--- src/rtl/pipeline_mem_arbiter_if.sv ---
// Datapath/RAM bundle for the single-port memory arbiter.
// slave: arbiter side; master: pipeline + RAM side.
interface pipeline_mem_arbiter_if;
  logic        iREN;
  logic [31:0] iaddr;
  logic        dREN;
  logic        dWEN;
  logic [31:0] daddr;
  logic [31:0] dstore;
  logic        ihit;
  logic        dhit;
  logic [31:0] iload;
  logic [31:0] dload;
  logic        ramREN;
  logic        ramWEN;
  logic [31:0] ramaddr;
  logic [31:0] ramstore;
  logic [31:0] ramload;
  logic        ram_ready;

  modport slave (
    input  iREN, iaddr, dREN, dWEN, daddr, dstore,
    input  ramload, ram_ready,
    output ihit, dhit, iload, dload,
    output ramREN, ramWEN, ramaddr, ramstore
  );

  modport master (
    output iREN, iaddr, dREN, dWEN, daddr, dstore,
    output ramload, ram_ready,
    input  ihit, dhit, iload, dload,
    input  ramREN, ramWEN, ramaddr, ramstore
  );
endinterface

--- src/rtl/pipeline_mem_arbiter.sv ---
// Serializes fetch and MEM-stage requests onto one RAM port.
// Ports: CLK, nRST (async low), bus (slave: requests, hits,
// loads, registered RAM strobes/addr/data, ramload, ram_ready).
// ARB_STARVE_GUARD_EN: fetch wins once after MAX_DSTREAK
// consecutive data grants made while a fetch was waiting.
module pipeline_mem_arbiter #(
  parameter int MAX_DSTREAK = 4
) (
  input logic                   CLK,
  input logic                   nRST,
  pipeline_mem_arbiter_if.slave bus
);

  typedef enum logic [2:0] {
    IDLE  = 3'd0,
    DACC  = 3'd1,
    IACC  = 3'd2,
    DDONE = 3'd3,
    IDONE = 3'd4
  } state_e;

  state_e state_q, state_d;

  logic        ren_q, ren_d;
  logic        wen_q, wen_d;
  logic [31:0] addr_q, addr_d;
  logic [31:0] store_q, store_d;
  logic [31:0] iload_q, iload_d;
  logic [31:0] dload_q, dload_d;
  logic        abort_q, abort_d;
  logic        ihit, dhit;

  logic idle;
  logic dreq;
  logic fetch_turn;
  logic take_d;
  logic take_i;
  logic flush;

  assign idle = (state_q == IDLE);
  assign dreq = bus.dREN | bus.dWEN;

`ifdef ARB_STARVE_GUARD_EN
  logic [2:0] streak_q, streak_d;

  assign fetch_turn = bus.iREN &
                      (streak_q == 3'(MAX_DSTREAK));

  always_comb begin
    streak_d = streak_q;
    if (take_i || (idle && !bus.iREN))
      streak_d = 3'd0;
    else if (take_d && bus.iREN && streak_q != 3'd7)
      streak_d = streak_q + 3'd1;
  end

  always_ff @(posedge CLK or negedge nRST) begin
    if (!nRST) streak_q <= 3'd0;
    else       streak_q <= streak_d;
  end
`else
  logic unused_max_dstreak;
  assign unused_max_dstreak = (MAX_DSTREAK == 0);
  assign fetch_turn = 1'b0;
`endif

  assign take_d = idle & dreq & ~fetch_turn;
  assign take_i = idle & bus.iREN & (~dreq | fetch_turn);

  // A fetch flushed at any point of IACC stays flushed even
  // if iREN comes back before the RAM finishes.
  assign flush = abort_q | ~bus.iREN;

  always_ff @(posedge CLK or negedge nRST) begin
    if (!nRST) state_q <= IDLE;
    else       state_q <= state_d;
  end

  always_comb begin
    state_d = state_q;
    unique case (state_q)
      IDLE: begin
        unique case (1'b1)
          take_d:  state_d = DACC;
          take_i:  state_d = IACC;
          default: state_d = IDLE;
        endcase
      end
      DACC:
        if (bus.ram_ready) state_d = DDONE;
      IACC:
        if (bus.ram_ready) state_d = flush ? IDLE : IDONE;
      DDONE:   state_d = IDLE;
      IDONE:   state_d = IDLE;
      default: state_d = IDLE;
    endcase
  end

  always_comb begin
    ren_d   = ren_q;
    wen_d   = wen_q;
    addr_d  = addr_q;
    store_d = store_q;
    iload_d = iload_q;
    dload_d = dload_q;
    abort_d = 1'b0;
    ihit    = 1'b0;
    dhit    = 1'b0;
    unique case (state_q)
      IDLE: begin
        if (take_d) begin
          // Write wins when both data strobes are high.
          ren_d  = ~bus.dWEN;
          wen_d  = bus.dWEN;
          addr_d = bus.daddr;
          if (bus.dWEN) store_d = bus.dstore;
        end else if (take_i) begin
          ren_d  = 1'b1;
          wen_d  = 1'b0;
          addr_d = bus.iaddr;
        end
      end
      DACC: begin
        if (bus.ram_ready) begin
          ren_d = 1'b0;
          wen_d = 1'b0;
          if (ren_q) dload_d = bus.ramload;
        end
      end
      IACC: begin
        abort_d = flush;
        if (bus.ram_ready) begin
          ren_d   = 1'b0;
          abort_d = 1'b0;
          if (!flush) iload_d = bus.ramload;
        end
      end
      DDONE:   dhit = 1'b1;
      IDONE:   ihit = 1'b1;
      default: ;
    endcase
  end

  always_ff @(posedge CLK or negedge nRST) begin
    if (!nRST) begin
      ren_q   <= 1'b0;
      wen_q   <= 1'b0;
      addr_q  <= '0;
      store_q <= '0;
      iload_q <= '0;
      dload_q <= '0;
      abort_q <= 1'b0;
    end else begin
      ren_q   <= ren_d;
      wen_q   <= wen_d;
      addr_q  <= addr_d;
      store_q <= store_d;
      iload_q <= iload_d;
      dload_q <= dload_d;
      abort_q <= abort_d;
    end
  end

  assign bus.ihit     = ihit;
  assign bus.dhit     = dhit;
  assign bus.iload    = iload_q;
  assign bus.dload    = dload_q;
  assign bus.ramREN   = ren_q;
  assign bus.ramWEN   = wen_q;
  assign bus.ramaddr  = addr_q;
  assign bus.ramstore = store_q;

endmodule

--- src/flat_wrapper.sv ---
// flat-port wrapper written by rule: the top's interface ports become plain ports
module pipeline_mem_arbiter_flat 
#(
  parameter int MAX_DSTREAK = 4
)
  (CLK, nRST, bus_iREN, bus_iaddr, bus_dREN, bus_dWEN, bus_daddr, bus_dstore, bus_ramload, bus_ram_ready, bus_ihit, bus_dhit, bus_iload, bus_dload, bus_ramREN, bus_ramWEN, bus_ramaddr, bus_ramstore);
  pipeline_mem_arbiter_if bus_i ();
  input logic CLK;
  input logic nRST;
  input wire logic [$bits(bus_i.iREN)-1:0] bus_iREN;
  input wire logic [$bits(bus_i.iaddr)-1:0] bus_iaddr;
  input wire logic [$bits(bus_i.dREN)-1:0] bus_dREN;
  input wire logic [$bits(bus_i.dWEN)-1:0] bus_dWEN;
  input wire logic [$bits(bus_i.daddr)-1:0] bus_daddr;
  input wire logic [$bits(bus_i.dstore)-1:0] bus_dstore;
  input wire logic [$bits(bus_i.ramload)-1:0] bus_ramload;
  input wire logic [$bits(bus_i.ram_ready)-1:0] bus_ram_ready;
  output wire logic [$bits(bus_i.ihit)-1:0] bus_ihit;
  output wire logic [$bits(bus_i.dhit)-1:0] bus_dhit;
  output wire logic [$bits(bus_i.iload)-1:0] bus_iload;
  output wire logic [$bits(bus_i.dload)-1:0] bus_dload;
  output wire logic [$bits(bus_i.ramREN)-1:0] bus_ramREN;
  output wire logic [$bits(bus_i.ramWEN)-1:0] bus_ramWEN;
  output wire logic [$bits(bus_i.ramaddr)-1:0] bus_ramaddr;
  output wire logic [$bits(bus_i.ramstore)-1:0] bus_ramstore;
  assign bus_i.iREN = bus_iREN;
  assign bus_i.iaddr = bus_iaddr;
  assign bus_i.dREN = bus_dREN;
  assign bus_i.dWEN = bus_dWEN;
  assign bus_i.daddr = bus_daddr;
  assign bus_i.dstore = bus_dstore;
  assign bus_i.ramload = bus_ramload;
  assign bus_i.ram_ready = bus_ram_ready;
  assign bus_ihit = bus_i.ihit;
  assign bus_dhit = bus_i.dhit;
  assign bus_iload = bus_i.iload;
  assign bus_dload = bus_i.dload;
  assign bus_ramREN = bus_i.ramREN;
  assign bus_ramWEN = bus_i.ramWEN;
  assign bus_ramaddr = bus_i.ramaddr;
  assign bus_ramstore = bus_i.ramstore;
  pipeline_mem_arbiter #(.MAX_DSTREAK(MAX_DSTREAK)) u_core (.CLK(CLK), .nRST(nRST), .bus(bus_i));
endmodule
--- config.mk ---
export PLATFORM = sky130hd
export DESIGN_NAME = pipeline_mem_arbiter_flat
export DESIGN_NICKNAME = d
export VERILOG_FILES = /design/src/rtl/pipeline_mem_arbiter_if.sv /design/src/rtl/pipeline_mem_arbiter.sv /design/src/flat_wrapper.sv
export SDC_FILE = /design/constraint.sdc
export NUM_CORES = 1
export LEC_CHECK = 0
export BUFFER_PORTS_ARGS = -buffer_cell sky130_fd_sc_hd__buf_2
export CORE_MARGIN = 2
export CORE_UTILIZATION = 42
export DETAILED_ROUTE_END_ITERATION = 8
export GPL_ROUTABILITY_DRIVEN = 0
export MAX_ROUTING_LAYER = met4
export PLACE_DENSITY = 0.81
export SLEW_MARGIN = 5
export SYNTH_ARGS = -nofsm -noshare
export SYNTH_HDL_FRONTEND = slang
export SYNTH_SLANG_ARGS = --single-unit
--- constraint.sdc ---
create_clock -name CLK -period 1.7 [get_ports CLK]
set_input_delay 0 -clock CLK [delete_from_list [all_inputs] [get_ports CLK]]
set_output_delay 0 -clock CLK [all_outputs]
set_load 0.01 [all_outputs]
==> results.py <==
metrics = {
    "synthesis": {
        "avgSynthCellArea_um2": 14.5,
        "synthCells": 380,
        "netlist_area_um2": 5520,
        "synth_warnings": 0,
        "seq_area_frac_synth": 0.607,
        "synth_flop_cell": "dfrtp_1",
        "yosys_register_bits": 134,
        "async_flop_share": 1.00,
        "syn-num-nets": 514,
        "ys_types": 33,
        "synth-edff-count": 0,
    },
    "finish": {
        "multi_input_area_um2": 2390,
        "area_growth_pct": 80.6,
        "final_layout_size_suffix_gt1_frac": 0.598,
        "seqCellArea_um2": 3350,
        "layoutNonFillerInstCount": 1007,
        "fin_area_um2": 9970,
        "nets": 955,
        "nFillCells": 688,
    },
    "routing": {
        "antenna_left": 0,
        "num_vias": 5376,
        "drcViolationCount": 0,
        "first_iter_violations": 329,
        "wl_per_cell_um": 22.2,
        "wirelength_um": 22300,
        "drtPass1Iterations": 4,
        "via_per_inst": 5.34,
    },
    "global_route": {
        "grt_pass1_wl_um": 30500,
        "grt_pass1_vias": 5680,
        "grt.overflow.total": 0,
        "grt_antenna_before_repair": 0,
        "grt_usage": 0.288,
        "grt_max_degree": 73,
    },
    "sta": {
        "relSlewSlack": 0.695,
        "worstMarginPinSlew_ns": 0.457,
        "rsz0062_at_grt": "yes",
        "setup_viol": 124,
        "fin_crit_sh": 1.06,
        "fin_tns_setup_ns": -6.89,
        "whs_ns": -0.0256,
        "worst_slack_ns": -0.0971,
        "skew_ns": 0.00973,
        "hold_viol": 1,
        "fin_crit_ns": 1.80,
        "fmax_mhz": 556,
        "drv_slew": 0,
    },
    "placement": {
        "dp_hpwl_um": 9980,
        "placed_area_um2": 7200,
        "port_buffers": 265,
        "dp_slack_ns": -0.180,
        "dp.cells": 807,
    },
    "worst_setup_path": {
        "critPathLaunchType": "register",
        "required_ns": 1.99,
        "crit_fanout": 17,
        "critical_path_arrival_ns": 2.09,
        "endpoint_kind": "register",
        "criticalPathCategory": "reg -> reg",
    },
    "hold_path": {
        "min_path_type": "in -> reg",
    },
    "clock_network": {
        "cts_tree": "yes",
        "ctsRootBufferMaster": "clkbuf_16",
        "insertion_delay_ns": 0.42,
        "cts_sinks": 134,
        "clk_pin_slew_ns": 0.06,
        "clk_path_buf_depth": 2,
        "cts-htree-levels": 4,
        "cts_made_buffers": 17,
    },
    "status": {
        "failed_checks": "negative hold slack, negative setup slack",
        "status": "complete, but fails checks",
    },
    "pwr": {
        "power.density_nw_per_um2": 1760,
        "sw_frac_of_total": 0.350,
        "power_switching_uw": 6150,
        "sequentialPowerShare": 0.332,
        "leakagePower_uw": 0.00496,
        "pwr-share-clk": 0.218,
        "combPwrFrac": 0.450,
        "p_int_uw": 11400,
        "vdd.ir_drop.worst_v": 0.000868,
    },
    "floorplanning": {
        "dieHeight_um": 119,
        "num_io_pins": 266,
        "die_w_um": 119,
        "die-area_um2": 14100,
        "initial_core_util": 0.434,
        "core-area_um2": 12700,
        "row_count": 41,
    },
    "flow_run": {
        "max-cap-violations": 0,
    },
}
-- registers in the layout (all words and copies together) (netlist names) --
| register | cells |
|---|---|
| u_core.abort_q | 1 |
| u_core.bus.ramWEN | 1 |
| u_core.bus.ramaddr | 32 |
| u_core.bus.ramstore | 32 |
| u_core.bus.dload | 32 |
| u_core.state_q | 3 |
| u_core.bus.iload | 32 |
| u_core.bus.ramREN | 1 |
-- logic make-up (layout without fill, tap and decap cells) --
kind of cell / count (synthesis) / count (layout) / share of synthesized area
flops: 134 / 134 / 0.607
mux: 126 / 126 / 0.270
compound gates: 74 / 74 / 0.0732
buf+inv: 30 / 484 / 0.0322
simple gates: 16 / 16 / 0.0172
other cells: 0 / 1 / 0
-- final timing paths --
kind | from | end | slack (ns) | cells past startpoint
setup reg to reg | u_core.state_q[1]$_DFFE_PN0P_ | u_core.bus.iload[21]$_DFFE_PN0P_ | -0.1 | 5
max in group asynchronous | nRST | u_core.bus.iload[9]$_DFFE_PN0P_ | 1.19 | 3
setup / recovery | u_core.state_q[1]$_DFFE_PN0P_ | u_core.bus.iload[21]$_DFFE_PN0P_ | -0.1 | 5
hold reg to reg | u_core.bus.ramaddr[2]$_DFFE_PN0P_ | u_core.bus.ramaddr[2]$_DFFE_PN0P_ | 0.49 | 2
hold / removal | bus_iaddr[9] | u_core.bus.ramaddr[9]$_DFFE_PN0P_ | -0.03 | 3
min in group asynchronous | nRST | u_core.bus.ramstore[29]$_DFFE_PN0P_ | 0.17 | 3
-- layout by cell type (no fill, tap or decap), drive strengths merged, types with 3 or more instances in the layout --
cell type,n
clkinvlp,4
o21ai,61
dfrtp,134
dlygate4sd3,131
mux2,96
clkinv,3
clkbuf,26
nor2,3
bufinv,3
inv,5
buf,312
mux2i,30
-- Yosys cell counts, types with 2 or more instances --
cell | count | area, um^2
buf_2 | 5 | 25.0
buf_4 | 3 | 22.5
clkbuf_1 | 10 | 37.5
mux2i_1 | 30 | 300
a2111oi_0 | 2 | 17.5
inv_1 | 4 | 15.0
nand2b_1 | 2 | 12.5
mux2_4 | 29 | 435
a31oi_1 | 2 | 12.5
o21ai_0 | 59 | 295
nor3_1 | 2 | 10.0
nor2_1 | 2 | 7.51
or3_1 | 2 | 12.5
buf_6 | 6 | 67.6
o21ai_1 | 2 | 10.0
clkbuf_2 | 2 | 10.0
o31ai_1 | 2 | 15.0
o21a_1 | 2 | 15.0
o2bb2ai_1 | 2 | 17.5
mux2_2 | 66 | 743
dfrtp_1 | 134 | 3350
-- power by group through the flow --
stage	registers, uW	clock network (uW)	logic, uW
after floorplan	6310	0	2520
after global placement	5530	0	5530
after detailed placement	5610	0	5720
after CTS	5610	3820	6700
after global routing	5960	4020	8300
final	5830	3820	7900
-- through the flow --
step / utilization / total power, uW
3_3_place_gp: 0.566 / 11100
6_report: 0.784 / 17500
3_5_place_dp: 0.566 / 11300
5_1_grt: 0.784 / 18300
4_1_cts: 0.744 / 16100
2_1_floorplan: - / 8820
-- timing repair --
action	4_1_cts	5_1_grt
setup endpoints to repair	128	130
pin swaps	3	33
cloned	6	7
gates resized for setup	55	96
setup buffers	7	16
hold endpoints to repair	265	23
hold buffers	132	23
-- area by class of cell --
cell class / count / area share
Antenna cell: 1 / 0.000251
Multi-Input combinational cell: 216 / 0.239
Timing Repair Buffer: 448 / 0.339
Inverter: 4 / 0.00151
Clock buffer: 21 / 0.0472
Clock inverter: 11 / 0.0148
Sequential cell: 134 / 0.336
Tap cell: 172 / 0.0216
-- critical path, cell delays in order (launching register included) --
cell and delay (ns):
dfrtp_1 0.39, buf_4 0.14, nand2b_4 0.05, or4b_4 0.57
buf_12 0.20, mux2_4 0.32
-- routing by layer --
layer | wire, um | vias to the layer above | global-route usage
met2 | 12100 | 355 | 0.520
li1 | - | 2253 | -
met1 | 7750 | 2665 | 0.300
met3 | 1450 | 103 | 0.0685
met4 | 1040 | 0 | 0.119
met5 | 0 | - | -
Note: power is estimated with default switching activity, not from simulation.
